===== src/rtl/cpu_intc.sv =====
// cpu_intc: NES CPU interrupt controller.
// Registers NMI falling edges, qualifies N_IRQ masked level IRQs, arbitrates
// RESET/NMI/BRK/IRQ at CU instruction boundaries (poll) and sequences the
// 7-cycle interrupt entry, pulsing vec_commit once the vector is final.
// Optional feature: define CPU_INTC_NMI_HIJACK_EN to let an NMI that becomes
// pending up to counter 3 of a BRK/IRQ entry take over its vector.
module cpu_intc #(
   parameter int          N_IRQ   = 4,
   parameter logic [15:0] RST_VEC = 16'hFFFC,
   parameter logic [15:0] NMI_VEC = 16'hFFFA,
   parameter logic [15:0] IRQ_VEC = 16'hFFFE
) (
   input  logic             clk,
   input  logic             rst,
   input  logic             nmi_n,
   input  logic [N_IRQ-1:0] irq_n,
   input  logic [N_IRQ-1:0] irq_mask,
   input  logic             i_flag,
   input  logic             brk_req,
   input  logic             poll,
   input  logic             ack,
   output logic             int_req,
   output logic [1:0]       int_type,
   output logic [15:0]      vector,
   output logic             b_flag,
   output logic             vec_commit,
   output logic             busy,
   output logic [N_IRQ-1:0] irq_pending,
   output logic             nmi_pending
);

   typedef enum logic [1:0] {RST_PEND, IDLE, REQ, SERVICE} state_e;
   typedef enum logic [1:0] {T_RESET, T_NMI, T_BRK, T_IRQ} itype_e;

   state_e      state_q, state_d;
   itype_e      type_q, type_d;
   logic [15:0] vec_q, vec_d;
   logic        bflag_q, bflag_d;
   logic [2:0]  cnt_q, cnt_d;
   logic        nmi_cur_q, nmi_prev_q;
   logic        nmi_lat_q, nmi_lat_d;
   logic        nmi_edge, irq_qual, commit;

   assign irq_pending = ~irq_n & irq_mask;
   assign irq_qual    = (|irq_pending) & ~i_flag;
   assign nmi_edge    = nmi_prev_q & ~nmi_cur_q;
   assign commit      = (state_q == SERVICE) && (cnt_q == 3'd4);

   assign int_req     = (state_q == REQ) || (state_q == RST_PEND);
   assign busy        = (state_q == SERVICE);
   assign vec_commit  = commit;
   assign int_type    = type_q;
   assign vector      = vec_q;
   assign b_flag      = bflag_q;
   assign nmi_pending = nmi_lat_q;

   // NMI latch: a fresh edge wins over the clear at an NMI commit
   always_comb begin
      nmi_lat_d = nmi_lat_q;
      if (commit && (type_q == T_NMI)) nmi_lat_d = 1'b0;
      if (nmi_edge)                    nmi_lat_d = 1'b1;
   end

   // Arbitration and entry sequencing: next state, counter and request fields
   always_comb begin
      state_d = state_q;
      cnt_d   = cnt_q;
      type_d  = type_q;
      vec_d   = vec_q;
      bflag_d = bflag_q;
      case (state_q)
         RST_PEND: begin
            if (ack) begin
               state_d = SERVICE;
               cnt_d   = 3'd1;
            end
         end
         IDLE: begin
            if (poll) begin
               if (nmi_lat_q) begin
                  state_d = REQ;
                  type_d  = T_NMI;
                  vec_d   = NMI_VEC;
                  bflag_d = 1'b0;
               end else if (brk_req) begin
                  state_d = REQ;
                  type_d  = T_BRK;
                  vec_d   = IRQ_VEC;
                  bflag_d = 1'b1;
               end else if (irq_qual) begin
                  state_d = REQ;
                  type_d  = T_IRQ;
                  vec_d   = IRQ_VEC;
                  bflag_d = 1'b0;
               end
            end
         end
         REQ: begin
            if (ack) begin
               state_d = SERVICE;
               cnt_d   = 3'd1;
            end
         end
         SERVICE: begin
`ifdef CPU_INTC_NMI_HIJACK_EN
            // NMI takes over the vector of a BRK/IRQ entry; B keeps its value
            if (nmi_lat_q && (cnt_q <= 3'd3) && ((type_q == T_BRK) || (type_q == T_IRQ))) begin
               type_d = T_NMI;
               vec_d  = NMI_VEC;
            end
`endif
            if (cnt_q == 3'd6) begin
               state_d = IDLE;
               cnt_d   = '0;
            end else begin
               cnt_d = cnt_q + 3'd1;
            end
         end
         default: state_d = RST_PEND;
      endcase
   end

   // State registers; NMI sampler tracks the line through reset so a line
   // held low across reset does not look like a new edge
   always_ff @(posedge clk) begin
      if (rst) begin
         state_q    <= RST_PEND;
         type_q     <= T_RESET;
         vec_q      <= RST_VEC;
         bflag_q    <= 1'b0;
         cnt_q      <= '0;
         nmi_lat_q  <= 1'b0;
         nmi_cur_q  <= nmi_n;
         nmi_prev_q <= nmi_n;
      end else begin
         state_q    <= state_d;
         type_q     <= type_d;
         vec_q      <= vec_d;
         bflag_q    <= bflag_d;
         cnt_q      <= cnt_d;
         nmi_lat_q  <= nmi_lat_d;
         nmi_cur_q  <= nmi_n;
         nmi_prev_q <= nmi_cur_q;
      end
   end

endmodule


===== config.mk =====
export PLATFORM = sky130hd
export DESIGN_NAME = cpu_intc
export DESIGN_NICKNAME = d
export VERILOG_FILES = /design/src/rtl/cpu_intc.sv
export SDC_FILE = /design/constraint.sdc
export NUM_CORES = 1
export LEC_CHECK = 0
export BUFFER_PORTS_ARGS = -buffer_cell sky130_fd_sc_hd__buf_2
export CORE_MARGIN = 10
export CORE_UTILIZATION = 30
export CTS_BUF_LIST = sky130_fd_sc_hd__clkbuf_2
export DETAILED_ROUTE_END_ITERATION = 8
export PLACE_DENSITY = 0.6
export SLEW_MARGIN = 20
export SYNTH_ARGS = -nofsm -noshare
export SYNTH_HDL_FRONTEND = slang
export SYNTH_SLANG_ARGS = --single-unit

===== constraint.sdc =====
create_clock -name clk -period 2.1 [get_ports clk]
set_clock_uncertainty 0.05 [all_clocks]
set_input_delay 0.42 -clock clk [delete_from_list [all_inputs] [get_ports clk]]
set_output_delay 0.42 -clock clk [all_outputs]
set_load 0.05 [all_outputs]

==> results of run 1 <==
registers in the layout, summed over array words and instances, names as in the netlist:
name / cells
b_flag: 1
cnt_q: 3
nmi_prev_q: 1
int_type: 2
vector: 2
nmi_pending: 1
nmi_cur_q: 1
state_q: 2
area by class of cell:
type | instances | area (sq um) | share of cell area
Timing Repair Buffer | 27 | 135 | 0.162
Sequential cell | 13 | 260 | 0.312
Inverter | 8 | 30.0 | 0.0360
Multi-Input combinational cell | 60 | 354 | 0.424
Clock buffer | 3 | 15.0 | 0.0180
Tap cell | 28 | 35.0 | 0.0420
Clock inverter | 1 | 5.00 | 0.00600
layer usage:
| metal | track usage | routed length, um |
|---|---|---|
| met3 | 0.0193 | 152 |
| met4 | 0.0369 | 8 |
| met1 | 0.0724 | 677 |
| met5 | 0 | 0 |
| met2 | 0.134 | 948 |
synth_stat cells, types with 2 or more instances:
cell type and instances:
buf_4 14, dfxtp_1 13, a21oi_1 8, inv_1 8
nand2_1 5, o21ai_0 4, clkbuf_1 3, nor2_1 3
nor3_1 3, and3b_1 2, conb_1 2, nor2b_1 2
nor2b_4 2, o31ai_1 2
where the power goes:
part           total (W)  switching [W]  internal, W
clock           0.000131      0.0000880    0.0000431
sequential      0.000277      0.0000161     0.000261
combinational   0.000177       0.000136    0.0000413
cell families after synthesis:
kind of cell | Yosys count | share of synthesized area
flip-flops | 13 | 0.364
AND/OR/NAND/NOR | 25 | 0.229
buffers and inverters | 25 | 0.205
AO/OA/AOI/OAI | 20 | 0.177
multiplexers | 1 | 0.0157
other | 2 | 0.0105
critical path, delay by kind of cell, from the launching register on:
kind | cells | cell delay [ps]
flip-flops | 1 | 500
AND/OR/NAND/NOR | 2 | 460
buffers and inverters | 1 | 270
metrics by stage:
step                std cells  hold WS [ps]
finish                    140           191
global route              140           183
CTS                       140           186
detailed placement        136           392
global placement          136           391
floorplan                  98           381
worst paths after layout:
| kind | slack (ps) | from | endpoint |
|---|---|---|---|
| worst max-delay path | 120 | state_q[0] | vec_commit |
| worst min-delay path | 190 | nmi_n | nmi_cur_q |
| worst max register to register | 770 | state_q[0] | int_type[1] |
| worst min register to register | 420 | nmi_prev_q | nmi_pending |
==> impl_metrics.toml, run 1 <==
[cells_and_area]
syn2layout_area_growth_pct = 16.6
final_cell_mix = "buf_2, conb_1, dfxtp_1, inv_1, a21oi_1"
layout.nets = 128
drive_gt1_frac = 0.330
final_area_sq_um = 835
layout_commonest_cell = "buf_2"
fin_util = 0.374
fillCellCount = 251
diodes = 0

[clocking]
clk_pin_slew_ps = 150
post_cts_buffers = 0
numCtsBuffers = 3
cts_tree = "done"
cts_num_sinks = 13
ctsRootBufferMaster = "clkbuf_2"
ctsHtreeMaxLevel = 1
hold_buffers = 0
clock_latency_ps = 280
cts_resized = 0
cts_buffer_depth = 2

[global_route]
grt_pass1_vias = 626
antenna_found_initial = 0
grt_usage = 0.0724
grt_max_degree = 13
grt_pass1_wl_um = 2660
grt_overflow_total = 0

[flow_run]
cap_viol_max_count = 0

[synthesis]
synth.distinct_cells = 29
ys.flop_type = "dfxtp_1"
synth_seq_area_share = 0.364
yosysTopAreaCellShare = 0.364
yosysTopAreaCell = "dfxtp_1"
synth_edf_count = 0
async_flop_share = 0
syn_area_sq_um = 716
syn_inst = 86
ys_warn_count = 0
ys_ff_latch = 13
yosys-top-cells-area = "dfxtp_1, buf_4, a21oi_1"
syn_area_per_cell_sq_um = 8.32

[placed_design]
dpl_cell_area_sq_um = 815
dp_worst_setup_slack_ps = 303
hpwlAfterDp_um = 1460
gp_congestion = 0.759
port_buffers = 27

[floorplanning]
row_count = 17
die_w_um = 68.8
pin_count = 42
die_h_um = 68.8
dieArea_sq_mm = 0.00474
initial_utilization = 0.320
core-area_sq_mm = 0.00223

[setup_path]
max_stage_delay_ps = 500
crit_path_start_kind = "flip-flop"
cp.arrival_ps = 1510
r2r_cells = 3
cp_data_required_time_ps = 1630
path_cells = "and3b_1 > and3_1 > buf_2"
crit_slowest_cell = "dfxtp_1"
cp_max_fo = 9
crit_type = "flip-flop to output port"
setup.worst_path.end_class = "output port"

[detailed_routing]
vias_per_cell = 4.41
dr_total_vias = 618
wirelength_um = 1790
ant_nets = 0
drc = 0
firstDrtPassIters = 3
routedWlPerCell_um = 12.8
initialDrtViolationCount = 19

[hold_path]
min_path_type = "input port to flip-flop"
hold_depth = 1

[sta]
min_period_ps = 1980
setup_viol = 0
hold_viol = 0
period_share = 0.943
fin_tns_setup_ps = 0
fmaxAchievable_mhz = 505
worst_slack_ps = 121
slew_violations = 0
rsz0062_at_grt = "no"

[pwr]
p_leak_nw = 0.404
power_density_mw_per_mm2 = 702
vdd_drop_max_uv = 320
finalPower_w = 0.000586

[run_status]
outcome = "complete, no violations"
Power figures use the tool's default switching activity.
==> run 2: changes to the inputs <==
--- a/config.mk
+++ b/config.mk
@@ -7,10 +7,10 @@
 export LEC_CHECK = 0
 export BUFFER_PORTS_ARGS = -buffer_cell sky130_fd_sc_hd__buf_2
 export CORE_MARGIN = 10
-export CORE_UTILIZATION = 30
+export CORE_UTILIZATION = 35
 export CTS_BUF_LIST = sky130_fd_sc_hd__clkbuf_2
 export DETAILED_ROUTE_END_ITERATION = 8
-export PLACE_DENSITY = 0.6
+export PLACE_DENSITY = 0.68
 export SLEW_MARGIN = 20
 export SYNTH_ARGS = -nofsm -noshare
 export SYNTH_HDL_FRONTEND = slang
==> run 2 against run 1 <==
Via count increased by 2.9%; non-clock buffer count increased by 1; final cell count unchanged; die area decreased by 10%; sequential share of layout area decreased by 0.23 points; highest routed layer unchanged.
==> impl_metrics.toml, run 2 (synthesized netlist as in run 1, its figures left out) <==
[run_status]
outcome = "complete, no violations"

[clocking]
numCtsBuffers = 3
cts_num_sinks = 13
ctsRootBufferMaster = "clkbuf_2"
clock_latency_ps = 260
hold_buffers = 0
cts_resized = 0
clk_pin_slew_ps = 130
cts_tree = "done"
post_cts_buffers = 0
ctsHtreeMaxLevel = 1
cts_buffer_depth = 2

[cells_and_area]
fin_util = 0.429
layout_commonest_cell = "buf_2"
drive_gt1_frac = 0.336
layout.nets = 129
fillCellCount = 217
syn2layout_area_growth_pct = 17.5
final_cell_mix = "buf_2, conb_1, dfxtp_1, inv_1, a21oi_1"
largest-register = "cnt_q"
largest_reg_flops = 3
diodes = 0

[global_route]
grt_pass1_vias = 629
antenna_found_initial = 0
grt_overflow_total = 0
grt_pass1_wl_um = 2700
grt_usage = 0.0775
grt_max_degree = 13

[sta]
fmaxAchievable_mhz = 544
fin_tns_setup_ps = 0
slew_violations = 0
whs_ps = 216
min_period_ps = 1840
period_share = 0.875
rsz0062_at_grt = "no"
hold_viol = 0
setup_viol = 0

[detailed_routing]
ant_nets = 0
firstDrtPassIters = 4
initialDrtViolationCount = 20
wirelength_um = 1700
drc = 0
dr_total_vias = 636
vias_per_cell = 4.54
routedWlPerCell_um = 12.1

[pwr]
p_leak_nw = 0.409
finalPower_w = 0.000586
vdd_drop_max_uv = 336
power_density_mw_per_mm2 = 697

[setup_path]
setup.worst_path.end_class = "output port"
cp_data_required_time_ps = 1630
max_stage_delay_ps = 420
crit_type = "flip-flop to output port"
cp_max_fo = 6
path_cells = "and3b_1 > and3_1 > buf_2"
crit_path_start_kind = "flip-flop"
cp.arrival_ps = 1370
crit_slowest_cell = "dfxtp_1"

[floorplanning]
core-area_sq_mm = 0.00196
die_h_um = 65.2
row_count = 16
dieArea_sq_mm = 0.00425
initial_utilization = 0.365
pin_count = 42
die_w_um = 65.2

[flow_run]
cap_viol_max_count = 0

[placed_design]
port_buffers = 27
hpwlAfterDp_um = 1380
gp_congestion = 0.770

[hold_path]
min_path_type = "input port to flip-flop"
## run 2: cell count changes in the layout (fill, tap and decap cells not counted)
cell	delta
buf_4	+1
clkbuf_2	+1
clkinv_2	-1
## run 2: critical path: cells and delay by family (launching register included)
kind / cells / cell delay [ps]
and+or+nand+nor: 2 / 420
buffers and inverters: 1 / 270
DFF: 1 / 420
## run 2: where the power goes
part | internal [W] | switching [W]
combinational | 0.0000433 | 0.000139
clock | 0.0000505 | 0.0000795
sequential | 0.000261 | 0.0000128
total | 0.000355 | 0.000231
## run 2: layout make-up
cell class / instances / area (sq um) / area share
multi-input cells: 60 / 354 / 0.421
flip-flops and latches: 13 / 260 / 0.310
repair buffers: 28 / 143 / 0.170
well taps: 27 / 33.8 / 0.0402
inverters: 8 / 30.0 / 0.0357
clock buffers: 4 / 20.0 / 0.0238
## run 2: final timing paths
path,from,to,slack [ps],cells past startpoint
worst min-delay path,nmi_n,nmi_cur_q,220,1
worst min register to register,vector[1],vector[1],400,2
worst max-delay path,state_q[1],vec_commit,260,3
worst max register to register,cnt_q[1],nmi_pending,800,4
## run 2: per-layer routing
layer / vias up / share of wire / global-route usage
met5: - / 0 / 0
met4: 0 / 0.0065 / 0.0401
met3: 2 / 0.16 / 0.0559
met2: 33 / 0.42 / 0.113
met1: 282 / 0.40 / 0.0808
li1: 319 / - / -
## run 2: through the flow
| step | cells | setup WS, ps | instance area [sq um] |
|---|---|---|---|
| 6_report | 140 | 263 | 841 |
| 5_1_grt | 140 | 130 | 841 |
| 4_1_cts | 140 | 231 | 841 |
| 3_5_place_dp | 136 | 290 | 821 |
| 3_3_place_gp | 136 | 364 | 821 |
| 2_1_floorplan | 98 | 181 | 761 |
